## config.mk

```make
export PLATFORM = sky130hd
export DESIGN_NAME = sram_arbiter
export DESIGN_NICKNAME = d
export VERILOG_FILES = /design/src/rtl/sram_arbiter_pkg.sv /design/src/rtl/sram_rr_pick.sv /design/src/rtl/sram_arbiter.sv
export SDC_FILE = /design/constraint.sdc
export NUM_CORES = 1
export LEC_CHECK = 0
export CAP_MARGIN = 15
export CORE_MARGIN = 4
export CORE_UTILIZATION = 58
export CTS_CLUSTER_DIAMETER = 50
export DETAILED_ROUTE_END_ITERATION = 7
export DONT_BUFFER_PORTS = 1
export GPL_TIMING_DRIVEN = 0
export PLACE_DENSITY_LB_ADDON = 0.2
export SLEW_MARGIN = 10
export SYNTH_ARGS = -nofsm -noshare
export SYNTH_HDL_FRONTEND = slang
export SYNTH_SLANG_ARGS = --single-unit
```

## constraint.sdc

```tcl
create_clock -name clk -period 2.09 [get_ports clk]
set_clock_uncertainty 0.15 [all_clocks]
set_input_delay 0.1045 -clock clk [delete_from_list [all_inputs] [get_ports clk]]
set_output_delay 0.1045 -clock clk [all_outputs]
set_load 0.01 [all_outputs]
```

## src/rtl/sram_arbiter_pkg.sv

```systemverilog
// sram_arbiter_pkg
//   Shared types and constants for the three-master SRAM arbiter.
//   - state_t  : transfer state machine encoding (IDLE/ACC1/CAP1/ACC2/CAP2)
//   - NPORTS   : number of bus masters (CPU, blitter, DSP)
//   - req_t    : a latched request {addr, wr, word, wdata}
//   - rr_next  : successor of a port index in round-robin order
package sram_arbiter_pkg;

  localparam int NPORTS   = 3;
  // Width of the address field carried in req_t; the top module keeps only
  // its own ADDR_WIDTH low bits of it meaningful.
  localparam int ADDR_MAX = 32;

  typedef enum logic [2:0] {
    IDLE = 3'd0,
    ACC1 = 3'd1,
    CAP1 = 3'd2,
    ACC2 = 3'd3,
    CAP2 = 3'd4
  } state_t;

  typedef struct packed {
    logic [ADDR_MAX-1:0] addr;
    logic                wr;
    logic                word;
    logic [15:0]         wdata;
  } req_t;

  // Next port after idx, wrapping 2 -> 0.
  function automatic logic [1:0] rr_next(input logic [1:0] idx);
    return (idx >= 2'd2) ? 2'd0 : idx + 2'd1;
  endfunction

endpackage

```

## src/rtl/sram_rr_pick.sv

```systemverilog
// sram_rr_pick
//   Combinational 3-way round-robin picker. Search starts at the port after
//   the last grant and wraps.
//   Ports:
//     elig  in  3 : ports allowed to be granted this cycle
//     last  in  2 : index of the most recently granted port
//     gnt   out 3 : one-hot grant (all zero when nothing is eligible)
//     valid out 1 : a grant was made
module sram_rr_pick
  import sram_arbiter_pkg::*;
(
  input  logic [NPORTS-1:0] elig,
  input  logic [1:0]        last,
  output logic [NPORTS-1:0] gnt,
  output logic              valid
);

  logic [1:0] c0;
  logic [1:0] c1;
  logic [1:0] c2;

  assign c0 = rr_next(last);
  assign c1 = rr_next(c0);
  assign c2 = rr_next(c1);

  always_comb begin
    gnt   = '0;
    valid = 1'b0;
    if (elig[c0]) begin
      gnt[c0] = 1'b1;
      valid   = 1'b1;
    end else if (elig[c1]) begin
      gnt[c1] = 1'b1;
      valid   = 1'b1;
    end else if (elig[c2]) begin
      gnt[c2] = 1'b1;
      valid   = 1'b1;
    end
  end

endmodule

```

## src/rtl/sram_arbiter.sv

```systemverilog
// sram_arbiter
//   Shares one 16-bit byte-laned SRAM between three masters (0 CPU,
//   1 blitter, 2 DSP) with round-robin arbitration. Misaligned word requests
//   are split into two byte accesses (odd lane of word n, even lane of n+1).
//   Ports:
//     clk, reset_n                   clock, asynchronous active-low reset
//     req[2:0]                       per-port request, held until ack
//     addrN / wrN / wordN / wdataN   per-port byte address, write, size, data
//     ack[2:0]                       one-cycle completion pulse per port
//     rdataN                         read result, valid from the ack cycle
//     sram_cs/oe/wr/even/odd         SRAM controls (even/odd = byte lane)
//     sram_addr / sram_din / sram_q  SRAM word address, write/read data
module sram_arbiter #(
  parameter int ADDR_WIDTH = 17,
  parameter int NPORTS     = 3
) (
  input  logic                  clk,
  input  logic                  reset_n,
  input  logic [NPORTS-1:0]     req,
  input  logic [ADDR_WIDTH-1:0] addr0,
  input  logic [ADDR_WIDTH-1:0] addr1,
  input  logic [ADDR_WIDTH-1:0] addr2,
  input  logic                  wr0,
  input  logic                  wr1,
  input  logic                  wr2,
  input  logic                  word0,
  input  logic                  word1,
  input  logic                  word2,
  input  logic [15:0]           wdata0,
  input  logic [15:0]           wdata1,
  input  logic [15:0]           wdata2,
  output logic [NPORTS-1:0]     ack,
  output logic [15:0]           rdata0,
  output logic [15:0]           rdata1,
  output logic [15:0]           rdata2,
  output logic                  sram_cs,
  output logic                  sram_oe,
  output logic                  sram_wr,
  output logic                  sram_even,
  output logic                  sram_odd,
  output logic [ADDR_WIDTH-2:0] sram_addr,
  output logic [15:0]           sram_din,
  input  logic [15:0]           sram_q
);

  import sram_arbiter_pkg::*;

  localparam int WA = ADDR_WIDTH - 1;

  // Per-port request views
  logic [ADDR_WIDTH-1:0] addr_arr  [NPORTS];
  logic [NPORTS-1:0]     wr_arr;
  logic [NPORTS-1:0]     word_arr;
  logic [15:0]           wdata_arr [NPORTS];
  req_t                  req_in    [NPORTS];
  logic [15:0]           rdata_reg [NPORTS];

  assign addr_arr[0]  = addr0;
  assign addr_arr[1]  = addr1;
  assign addr_arr[2]  = addr2;
  assign wr_arr       = {wr2, wr1, wr0};
  assign word_arr     = {word2, word1, word0};
  assign wdata_arr[0] = wdata0;
  assign wdata_arr[1] = wdata1;
  assign wdata_arr[2] = wdata2;

  genvar gi;
  generate
    for (gi = 0; gi < NPORTS; gi++) begin : g_port
      assign req_in[gi].addr  = ADDR_MAX'(addr_arr[gi]);
      assign req_in[gi].wr    = wr_arr[gi];
      assign req_in[gi].word  = word_arr[gi];
      assign req_in[gi].wdata = wdata_arr[gi];
    end
  endgenerate

  assign rdata0 = rdata_reg[0];
  assign rdata1 = rdata_reg[1];
  assign rdata2 = rdata_reg[2];

  // State
  state_t            state_reg;
  state_t            state_next;
  req_t              cur_reg;
  logic [1:0]        gidx_reg;
  logic [1:0]        last_reg;
  logic [NPORTS-1:0] ack_reg;
  logic [7:0]        lo_reg;
  logic              done;

  // Arbitration
  logic [NPORTS-1:0] elig;
  logic [NPORTS-1:0] pick_gnt;
  logic              pick_valid;
  logic [1:0]        pick_idx;

  // A port acked this cycle still has its old request up; keep it out.
  assign elig = (state_reg == IDLE) ? (req & ~ack_reg) : '0;

  sram_rr_pick u_pick (
    .elig  (elig),
    .last  (last_reg),
    .gnt   (pick_gnt),
    .valid (pick_valid)
  );

  assign pick_idx = pick_gnt[1] ? 2'd1 : (pick_gnt[2] ? 2'd2 : 2'd0);

  logic              mis;
  logic              phase2;
  logic [ADDR_MAX-1:0] word_base;

  assign mis       = cur_reg.word & cur_reg.addr[0];
  assign phase2    = (state_reg == ACC2) || (state_reg == CAP2);
  assign word_base = cur_reg.addr >> 1;

  // State register
  always_ff @(posedge clk or negedge reset_n) begin
    if (!reset_n) state_reg <= IDLE;
    else          state_reg <= state_next;
  end

  // Next-state logic
  always_comb begin
    state_next = state_reg;
    done       = 1'b0;
    case (state_reg)
      IDLE: if (pick_valid) state_next = ACC1;
      ACC1: begin
        if (!cur_reg.wr)  state_next = CAP1;
        else if (mis)     state_next = ACC2;
        else begin
          state_next = IDLE;
          done       = 1'b1;
        end
      end
      CAP1: begin
        if (mis) state_next = ACC2;
        else begin
          state_next = IDLE;
          done       = 1'b1;
        end
      end
      ACC2: begin
        if (!cur_reg.wr) state_next = CAP2;
        else begin
          state_next = IDLE;
          done       = 1'b1;
        end
      end
      CAP2: begin
        state_next = IDLE;
        done       = 1'b1;
      end
      default: state_next = IDLE;
    endcase
  end

  // SRAM control outputs; everything idles at zero so an asynchronous reset
  // (state forced to IDLE) clears the bus immediately.
  always_comb begin
    sram_cs   = 1'b0;
    sram_oe   = 1'b0;
    sram_wr   = 1'b0;
    sram_even = 1'b0;
    sram_odd  = 1'b0;
    sram_addr = '0;
    sram_din  = '0;
    if (state_reg != IDLE) begin
      sram_cs   = 1'b1;
      sram_addr = WA'(word_base + ADDR_MAX'(phase2));
      if (!cur_reg.word) begin
        sram_even = ~cur_reg.addr[0];
        sram_odd  = cur_reg.addr[0];
      end else if (mis) begin
        // Phase 1 puts the low byte in the odd lane, phase 2 the high byte
        // in the even lane of the next word.
        sram_even = phase2;
        sram_odd  = ~phase2;
      end
      if (state_reg == CAP1 || state_reg == CAP2) begin
        sram_oe = 1'b1;
      end else if (cur_reg.wr) begin
        sram_wr = 1'b1;
        if (cur_reg.word && !mis) sram_din = cur_reg.wdata;
        else if (phase2)          sram_din = {8'h00, cur_reg.wdata[15:8]};
        else                      sram_din = {8'h00, cur_reg.wdata[7:0]};
      end
    end
  end

  // Request latch, pointer, ack and read-data capture
  always_ff @(posedge clk or negedge reset_n) begin
    if (!reset_n) begin
      cur_reg  <= '0;
      gidx_reg <= 2'd0;
      last_reg <= 2'd2;   // so port 0 wins the first arbitration
      ack_reg  <= '0;
      lo_reg   <= 8'h00;
      for (int i = 0; i < NPORTS; i++) rdata_reg[i] <= 16'h0000;
    end else begin
      ack_reg <= done ? NPORTS'(3'b001 << gidx_reg) : '0;
      if (state_reg == IDLE && pick_valid) begin
        cur_reg  <= req_in[pick_idx];
        gidx_reg <= pick_idx;
        last_reg <= pick_idx;
      end
      if (state_reg == CAP1) begin
        if (mis)               lo_reg <= sram_q[7:0];
        else if (cur_reg.word) rdata_reg[gidx_reg] <= sram_q;
        else                   rdata_reg[gidx_reg] <= {8'h00, sram_q[7:0]};
      end
      if (state_reg == CAP2) begin
        rdata_reg[gidx_reg] <= {sram_q[7:0], lo_reg};
      end
    end
  end

  assign ack = ack_reg;

endmodule

```

* Word-level counts from Yosys, hierarchy flattened
Cells that the tools add are included.
** Storage, ports and cells
- Logic and storage cells :: 116
- Bits of input ports :: 126
- Register bits :: 101
- Output and inout port bits :: 88
** Cells by class
- Muxes and demuxes :: 63
- $lt $le $gt $ge :: 12
- Add/subtract/negate cells :: 4
- Reduce and logical (&&, ||, !) cells :: 12
- Shift operators :: 1
- Bitwise gates (word level) :: 7
- Equality and inequality tests :: 5
** Operators by type and width (count)
- $mux W48 :: 4
- $bwmux W48 :: 3
- $bmux W50 S2 :: 1
- $mux W16 :: 6
- $mux W35 :: 2
- $demux W16 S2 :: 1
- $mux W1 :: 23
- $mux W3 :: 7
- $add A16 B1 Y16 :: 1
- $mux W2 :: 7
- $pmux W3 S4 :: 1
- $lt A2 B3 Y1 const B :: 3
- $mux W8 :: 1
- $add A2 B1 Y2 const B :: 3
- $bmux W1 S2 :: 3
- $demux W1 S2 :: 3
- $eq A3 B2 Y1 const B :: 2
- $ge A2 B1 Y1 const B :: 3
- $ge A2 B2 Y1 const B :: 3
- $ge A3 B3 Y1 const B :: 2
- $logic_and A1 B1 Y1 :: 6
- $not A2 Y3 :: 2
- $pmux W1 S4 :: 1
- $and A3 B3 Y3 :: 1
- other kinds (13) :: 15

* Longest topological paths before layout
Gate-level depths: netlist (run 1).
- Word-level depth :: 19
- Gate-level depth with buffers :: 10
- Mapped depth without buffers :: 9

* Modules after synthesis
A second synthesis (run 1) with hierarchy kept.
** Unflattened totals
- Cell total of the unflattened synthesis :: 569
- Area, all modules :: 5343.9 sq um
** Modules (own cells, without submodules)
- sram_arbiter :: area an instance 5285.1 sq um, times used 1, cells an instance 561, seq. area each 2503.7 sq um
- sram_rr_pick :: area an instance 58.8 sq um, times used 1, cells an instance 8, seq. area each 0.0 sq um

* Worst setup path before layout (run 1)
OpenSTA, ideal clock, no wires.
- Path kind :: register to output
- From :: register state_reg[0]
- To :: output sram_addr[13]
- Stages on the path, launching flop included :: 11
- Required time :: 1.836 ns
- Slack :: -0.155 ns
- Arrival :: 1.991 ns
- Path buffers :: 1
- Cells stage by stage :: dfrtp_1 > buf_2 > nor2_1 > nand2_1 > nand2_1 > ha_1 > nand3_1 > nor3_1 > nand3_1 > xor2_1 > nor2_1
** Between the ends
- Longest elaborated chain between the ends :: 4
- Elaborated cells between the ends (all ways) :: 6
- Classes of those cells :: 1 x add/sub; 2 x eq/ne; 1 x mux; 2 x reduce/logical
** Ends and longest elaborated chain
- start: declaration :: line sram_arbiter.sv:82 : state_t state_reg;
- start signal: assignment :: line sram_arbiter.sv:120 : else state_reg <= state_next;
- $eq A3 B2 Y1 or $eq A3 B3 Y1 (tied branches) :: line sram_arbiter.sv:114 : assign phase2 = (state_reg == ACC2) || (state_reg == CAP2);
- $logic_or A1 B1 Y1 :: line sram_arbiter.sv:114
- $add A16 B1 Y16 :: line sram_arbiter.sv:171 : sram_addr = WA'(word_base + ADDR_MAX'(phase2));
- $mux W16 * :: line sram_arbiter.sv:169 : if (state_reg != IDLE) begin
- end: declaration :: line sram_arbiter.sv:41 : output logic [ADDR_WIDTH-2:0] sram_addr,
Mark *: on every way between the ends. The rest lies on a longest branch, timed or not.

* Worst setup path in the final report (run 1)
- From :: register state_reg[1]
- To :: register cur_reg[30] (netlist name)
** Between the ends
- Longest elaborated chain between the ends :: 13
- Elaborated cells between the ends (all ways) :: 21
- Classes of those cells :: 18 x mux; 1 x bitwise; 2 x reduce/logical
** Ends and longest elaborated chain
- $logic_not A3 Y1 * :: line sram_arbiter.sv:98, sram_arbiter.sv:203
- $mux W3 :: line sram_arbiter.sv:98 : assign elig = (state_reg == IDLE) ? (req & ~ack_reg) : '0;
- $bmux W1 S2 :: line sram_rr_pick.sv:35 : end else if (elig[c2]) begin
- $mux W1 (implied by the code) :: line sram_rr_pick.sv:35
- $mux W3 :: line sram_rr_pick.sv:35
- $mux W3 :: line sram_rr_pick.sv:32 : end else if (elig[c1]) begin
- $mux W3 :: line sram_rr_pick.sv:29 : if (elig[c0]) begin
- $mux W2 (2 in series) :: line sram_arbiter.sv:107 : assign pick_idx = pick_gnt[1] ? 2'd1 : (pick_gnt[2] ? 2'd2 : 2'd0);
- $not A2 Y3 (implied by the code) :: line sram_arbiter.sv:204 : cur_reg <= req_in[pick_idx];
- $bmux W50 S2 :: line sram_arbiter.sv:204
- $mux W35 (implied by the code) (2 in series) :: line sram_arbiter.sv:204
- end signal: assignment :: line sram_arbiter.sv:204
- end: declaration :: line sram_arbiter.sv:84 : req_t cur_reg;
Mark *: on every way between the ends. The rest lies on a longest branch, timed or not. The select of a mux whose other input is x is not followed.
A chain may end at the register's enable or synchronous reset.

==> impl_metrics.yaml, run 1 <==
detailed_routing:
  drt-vias-per-instance: 7.31
  ant_nets: 0
  first_pass_iters: 7
  drtIter0Drc: 826
  drc: 0
  wl_per_cell_um: 31.6
  vias: 6727
  drt-total-wl_mm: 29.1
status:
  run_status: "finished, violations left"
  violations: "negative hold slack, negative setup slack"
final_layout:
  area_growth_pct: 49.9
  largest_reg_flops: 35
  final_nets: 905
  drive_gt1_frac: 0.313
worst_setup_path:
  worst_ep_required_time_ns: 2.16
  path_max_fanout: 7
  max_stage_delay_ns: 0.49
  r2r_cells: 9
  critPathLaunchType: "register"
  cp_slowest_cell: "a21oi_1"
  crit_arrival_ns: 2.99
  r2r_start: "state_reg[1]"
  critPathKind: "register to register"
  end_kind: "register"
  rrSetupSlack_ns: -0.83
  path_cells: "buf_4 -> nor3_4 -> inv_4 -> nor3b_4 -> buf_4 -> a21boi_4 -> buf_6 -> a21oi_1 -> a21oi_1"
  r2r-end: "cur_reg[30]"
  critPathLaunch: "state_reg[1]"
global_route:
  grtUsageMet2: 0.671
  grt_busiest_layer: "met2"
  grt_use_met1: 0.503
  grtUsageMet3: 0.140
  grt_pass1_vias: 6638
  grt_pass1_wl_mm: 37.7
  grt_use_total: 0.426
  grt_max_degree: 101
  grt_overflow_total: 0
  antenna_found_initial: 4
clocking:
  cts.sinks: 100
  cts_tree: "built"
  cts.path.max_buffers: 2
  htreeDepth: 3
  root_buffer: "clkbuf_8"
  hold_buffers: 121
  numCtsBuffers: 9
  clock_latency_ns: 0.39
  clk_pin_slew_ns: 0.13
sta:
  setup_viol: 113
  rsz0062_at_grt: "yes"
  fmax_mhz: 343
  hold_viol: 100
  fin_setup_tns_ns: -29.08
  slew_headroom: 0.568
  worstMarginPinSlew_ns: 0.644
  fin_ws_ns: -0.829
  timing.hold.ws_ns: -0.747
  min_period_over_period: 1.40
  slew_violations: 0
  min_period_ns: 2.92
placed_design:
  dp_hpwl_mm: 12.1
  post-place-ws_ns: -0.521
  gp_congestion: 0.899
  numPortBuffers: 0
floorplanning:
  ioPinCount: 214
  rows: 36
  die_w_um: 108
  fp.dieH_um: 108
  dieArea_mm2: 0.0117
  fp.coreArea_mm2: 0.00977
  start_util: 0.597
synthesis:
  synth_simple_gate_area_share: 0.124
  async_flop_share: 1.00
  syn_inst: 589
  yosysWarningCount: 0
  avgSynthCellArea_um2: 9.90
  synth_edf_count: 0
  synth-xor-area-share: 0.0210
  synth_flop_cell: "dfrtp_1"
  ys_seq_elements: 100
  synth.distinct_cells: 46
  synthMuxAreaShare: 0.170
  synthesis.area_mm2: 0.00583
  synth_nets: 717
  synth_top_family_by_area: "compound AO/OA/AOI/OAI gates"
  yosysSeqAreaShare: 0.429
  synth_compound_area_frac: 0.212
  yosys.area_share.adder: 0.00429
hold_path:
  hp-class: "input pin to async pin"
power:
  cellLeakagePower_nw: 3.52
  peakVddDrop_uv: 900
  power.density_mw_per_mm2: 1530
run:
  max_cap_violations: 0
## what timing repair did
action / in CTS / in global routing
setup buffers: 36 / 21
setup endpoints to repair: 96 / 127
gates cloned: 8 / 1
pin swaps: 30 / 38
endpoints found under the hold margin: 191 / 100
resized for setup: 120 / 110
## stage by stage
step                total power [mW]   util  area, µm²  std cells
global placement                8.26  0.618       6040        722
floorplan                       7.30      -       5870        589
global route                    13.7  0.893       8730        916
detailed placement              8.45  0.618       6040        722
finish                          13.3  0.894       8740        920
CTS                             11.2  0.847       8280        902
## how the worst max path moves through the flow
| stage | endpoint | cells past startpoint |
|---|---|---|
| finish | cur_reg[30] | 9 |
| global route | cur_reg[19] | 8 |
| CTS | sram_addr[13] | 9 |
| detailed placement | cur_reg[14] | 7 |
| global placement | cur_reg[14] | 7 |
| floorplan | sram_addr[10] | 10 |
## power by group
part	switching (mW)	total (mW)	leakage, nW	internal, mW
Combinational	4.51	7.90	2.19	3.39
Sequential	1.34	4.15	1.23	2.80
Clock	0.810	1.29	0.0935	0.478
## cell usage in the layout, fill, tap and decap left out, drive strengths merged, types with 17 or more instances in the layout
cell	count
o21ai	52
buf	80
clkbuf	28
and2	17
nor2	34
dfrtp	99
nand2	64
a21oi	79
a221oi	34
mux2i	90
dlygate4sd3	121
## per-layer routing
metal | vias up | share of wire
met5 | - | 0.00086
met4 | 4 | 0.087
met3 | 240 | 0.13
met2 | 764 | 0.46
met1 | 3191 | 0.32
li1 | 2528 | -
## layout make-up
class                           instances  area (µm²)
Multi-Input combinational cell        444        3650
Antenna cell                            5        12.5
Timing Repair Buffer                  179        1820
Inverter                                3        13.8
Buffer                                 40         389
Sequential cell                       100        2510
Clock inverter                          6        43.8
Clock buffer                           10         138
Tap cell                              133         166
Fill cell                             407        1030
## cell usage after synthesis, types with 10 or more instances
library cell   n  area [µm²]
mux2i_1       90         901
clkbuf_1      21        78.8
nand2_1       64         240
o21ai_0       52         260
xor2_1        10        87.6
buf_2         14        70.1
dfrtp_1       99        2480
nor2_1        31         116
a21oi_1       75         375
and2_1        17         106
a221oi_2      26         390
## logic make-up (layout without fill, tap and decap cells)
| group | count (synthesis) | after routing |
|---|---|---|
| fa+ha+maj | 2 | 2 |
| buf+inv | 46 | 238 |
| flops | 100 | 100 |
| other cells | 0 | 5 |
| xor+xnor | 14 | 14 |
| compound gates | 177 | 178 |
| simple gates | 152 | 152 |
| mux | 98 | 98 |
## critical path: cells and delay by family, from the launching register on
family,cells,cell delay (ns)
compound gates,3,0.89
buf+inv,4,0.67
flops,1,0.46
simple gates,2,0.56
(Power assumes the default switching activity.)
==> inputs of run 2 (changes only) <==
Settings changed: SYNTH_HIERARCHICAL from default to 1.
==> impl_metrics.yaml, run 2 <==
synthesis:
  yosysWarningCount: 6
  avgSynthCellArea_um2: 9.39
  synthesis.area_mm2: 0.00534
  synth_nets: 696
  syn_inst: 568
clocking:
  htreeDepth: 3
  cts.sinks: 100
  root_buffer: "clkbuf_8"
  numCtsBuffers: 9
  cts.path.max_buffers: 2
status:
  error_line: "[ERROR DPL-0038] Utilization greater than 100%, impossible to legalize"
  lastStage: "5_1_grt"
  run_status: "did not finish"
floorplanning:
  fp.dieH_um: 104
  die_w_um: 104
  start_util: 0.603
  ioPinCount: 214
  rows: 34
sta:
  endpoint_type: "register input"
  grt-worst-endpoint: "cur_reg[4]$_DFFE_PN0P_/D"
placed_design:
  numPortBuffers: 0
  gp_congestion: 0.959
  dp_hpwl_mm: 11.0
global_route:
  grt_max_degree: 101
## run 2: timing repair
action / in CTS
hold buffers: 116
gates cloned: 8
buffers inserted: 28
endpoints found under the setup margin: 95
pin swaps: 72
hold endpoints to repair: 190
gates resized for setup: 227
## run 2: per-stage QoR
step           instances  area [µm²]  worst slack (ns)  utilization  setup TNS (ns)
2_1_floorplan        568        5520            -0.306            -          -12.60
3_3_place_gp         676        5650            -0.779        0.639          -30.49
3_5_place_dp         676        5650            -0.839        0.639          -33.78
4_1_cts              844        8200            -0.693        0.926          -33.53
==> inputs of run 3 (changes only) <==
Settings changed: CORE_UTILIZATION 58 to 40, CTS_CLUSTER_DIAMETER 50 to default, PLACE_DENSITY_LB_ADDON 0.2 to 0.15.
Clock period 2.09 ns to 2.7 ns, I/O delays scaled along.
==> impl_metrics.yaml, run 3 <==
final_layout:
  largest_reg_flops: 35
  fillers: 1107
  layout_commonest_cell: "dlygate4sd3_1"
  multiInputGateArea_mm2: 0.00286
  layout_common_cells: "dlygate4sd3_1, dfrtp_1, nor2_1"
  seq_area_mm2: 0.00251
  n_antenna_cell: 0
  instances_no_fill: 886
  final_nets: 837
  drive_gt1_frac: 0.183
  fin_util: 0.586
  area_growth_pct: 40.9
detailed_routing:
  drt-total-wl_mm: 18.9
  drt-vias-per-instance: 5.73
  drc: 0
  wl_per_cell_um: 21.3
  vias: 5076
  first_pass_iters: 4
  ant_nets: 0
  drtIter0Drc: 422
run:
  max_cap_violations: 0
worst_setup_path:
  max_stage_delay_ns: 0.45
  r2r_cells: 12
  crit_arrival_ns: 2.82
  cp_slowest_cell: "dfrtp_2"
  critPathLaunchType: "register"
  path_depth: 12
  end_kind: "register"
  path_max_fanout: 7
  critPathBufInv: 4
  path_cells: "nor3_4 -> clkinv_4 -> nor3b_4 -> nand2_1 -> a32o_2 -> buf_8 -> buf_6 -> clkbuf_16 -> mux2i_1 -> nor2_1 -> a21oi_1 -> o21ai_1"
  crit_family: "simple AND/OR/NAND/NOR gates"
  worst_ep_required_time_ns: 2.77
  critPathKind: "register to register"
  rrSetupSlack_ns: -0.05
sta:
  timing.hold.ws_ns: 0.0171
  fin_ws_ns: -0.0548
  fmax_mhz: 363
  min_period_ns: 2.75
  setup_viol: 6
  min_period_over_period: 1.02
  rsz0062_at_grt: "yes"
  hold_viol: 0
  slew_violations: 0
  slew_headroom: 0.590
  worstMarginPinSlew_ns: 0.613
clocking:
  cts.sinks: 100
  root_buffer: "clkbuf_16"
  clk_pin_slew_ns: 0.07
  cts_tree: "built"
  numCtsBuffers: 9
  htreeDepth: 3
  clock_latency_ns: 0.34
  cts.path.max_buffers: 2
global_route:
  grt_use_total: 0.234
  grt_overflow_total: 0
  antenna_found_initial: 0
  grt_pass1_vias: 5132
  grt_max_degree: 101
  grt_pass1_wl_mm: 27.4
floorplanning:
  start_util: 0.416
  rows: 41
  fp.coreArea_mm2: 0.0128
  die_w_um: 123
  ioPinCount: 214
  fp.dieH_um: 123
  dieArea_mm2: 0.0152
placed_design:
  numPortBuffers: 0
  post-place-ws_ns: -0.851
  dp_hpwl_mm: 12.0
  placedCellCount: 740
  gp_congestion: 0.864
synthesis:
  synthesis.area_mm2: 0.00534
  syn_inst: 568
  synth_nets: 696
  yosysWarningCount: 6
  avgSynthCellArea_um2: 9.39
status:
  violations: "negative setup slack"
  run_status: "finished, violations left"
power:
  power_mw: 8.89
  peakVddDrop_uv: 704
  cellLeakagePower_nw: 3.12
  power.density_mw_per_mm2: 1180
hold_path:
  hold_depth: 3
  hp-class: "input pin to register"
## run 3: timing repair
item / 4_1_cts / 5_1_grt
endpoints found under the hold margin: 170 / 0
buffers inserted: 14 / 11
resized for setup: 46 / 84
pin swaps: 7 / 14
hold buffers: 106 / 0
endpoints found under the setup margin: 53 / 53
gates cloned: 0 / 4
## run 3: layer usage
layer	wire length [µm]	up-vias	track usage
met5	0	-	0
met4	302	0	0.0747
met3	1750	23	0.0663
met2	9470	269	0.407
met1	7340	2477	0.278
li1	-	2307	-
## run 3: final timing paths
kind                         startpoint            to
max                        state_reg[2]    cur_reg[2]
min                           sram_q[3]    rdata1[11]
max reg2reg                state_reg[2]    cur_reg[2]
min reg2reg                  cur_reg[5]    cur_reg[5]
max in group asynchronous       reset_n  state_reg[2]
min in group asynchronous       reset_n    rdata0[14]
## run 3: cell type report
cell class                      instances  area share
Buffer                                 35      0.0360
Clock buffer                           13      0.0333
Clock inverter                          3     0.00300
Inverter                               11     0.00616
Multi-Input combinational cell        418       0.380
Sequential cell                       100       0.333
Tap cell                              172      0.0286
Timing Repair Buffer                  134       0.179
## run 3: worst min-delay path: stages
cell and delay [ns]:
nor2_1 0.09, a21oi_1 0.07, o22a_1 0.18
## run 3: stage by stage
step,instance area (µm²),setup TNS [ns]
after detailed placement,5570,-28.26
after CTS,7190,-0.0747
after global placement,5570,-26.76
final,7520,-0.170
after floorplan,5360,0
after global routing,7520,-2.31
## run 3: power breakdown
group	internal (mW)	switching, mW	total, mW	leakage (nW)
Sequential	2.24	0.796	3.04	1.22
Clock	0.653	0.570	1.22	0.122
Combinational	2.06	2.56	4.63	1.78
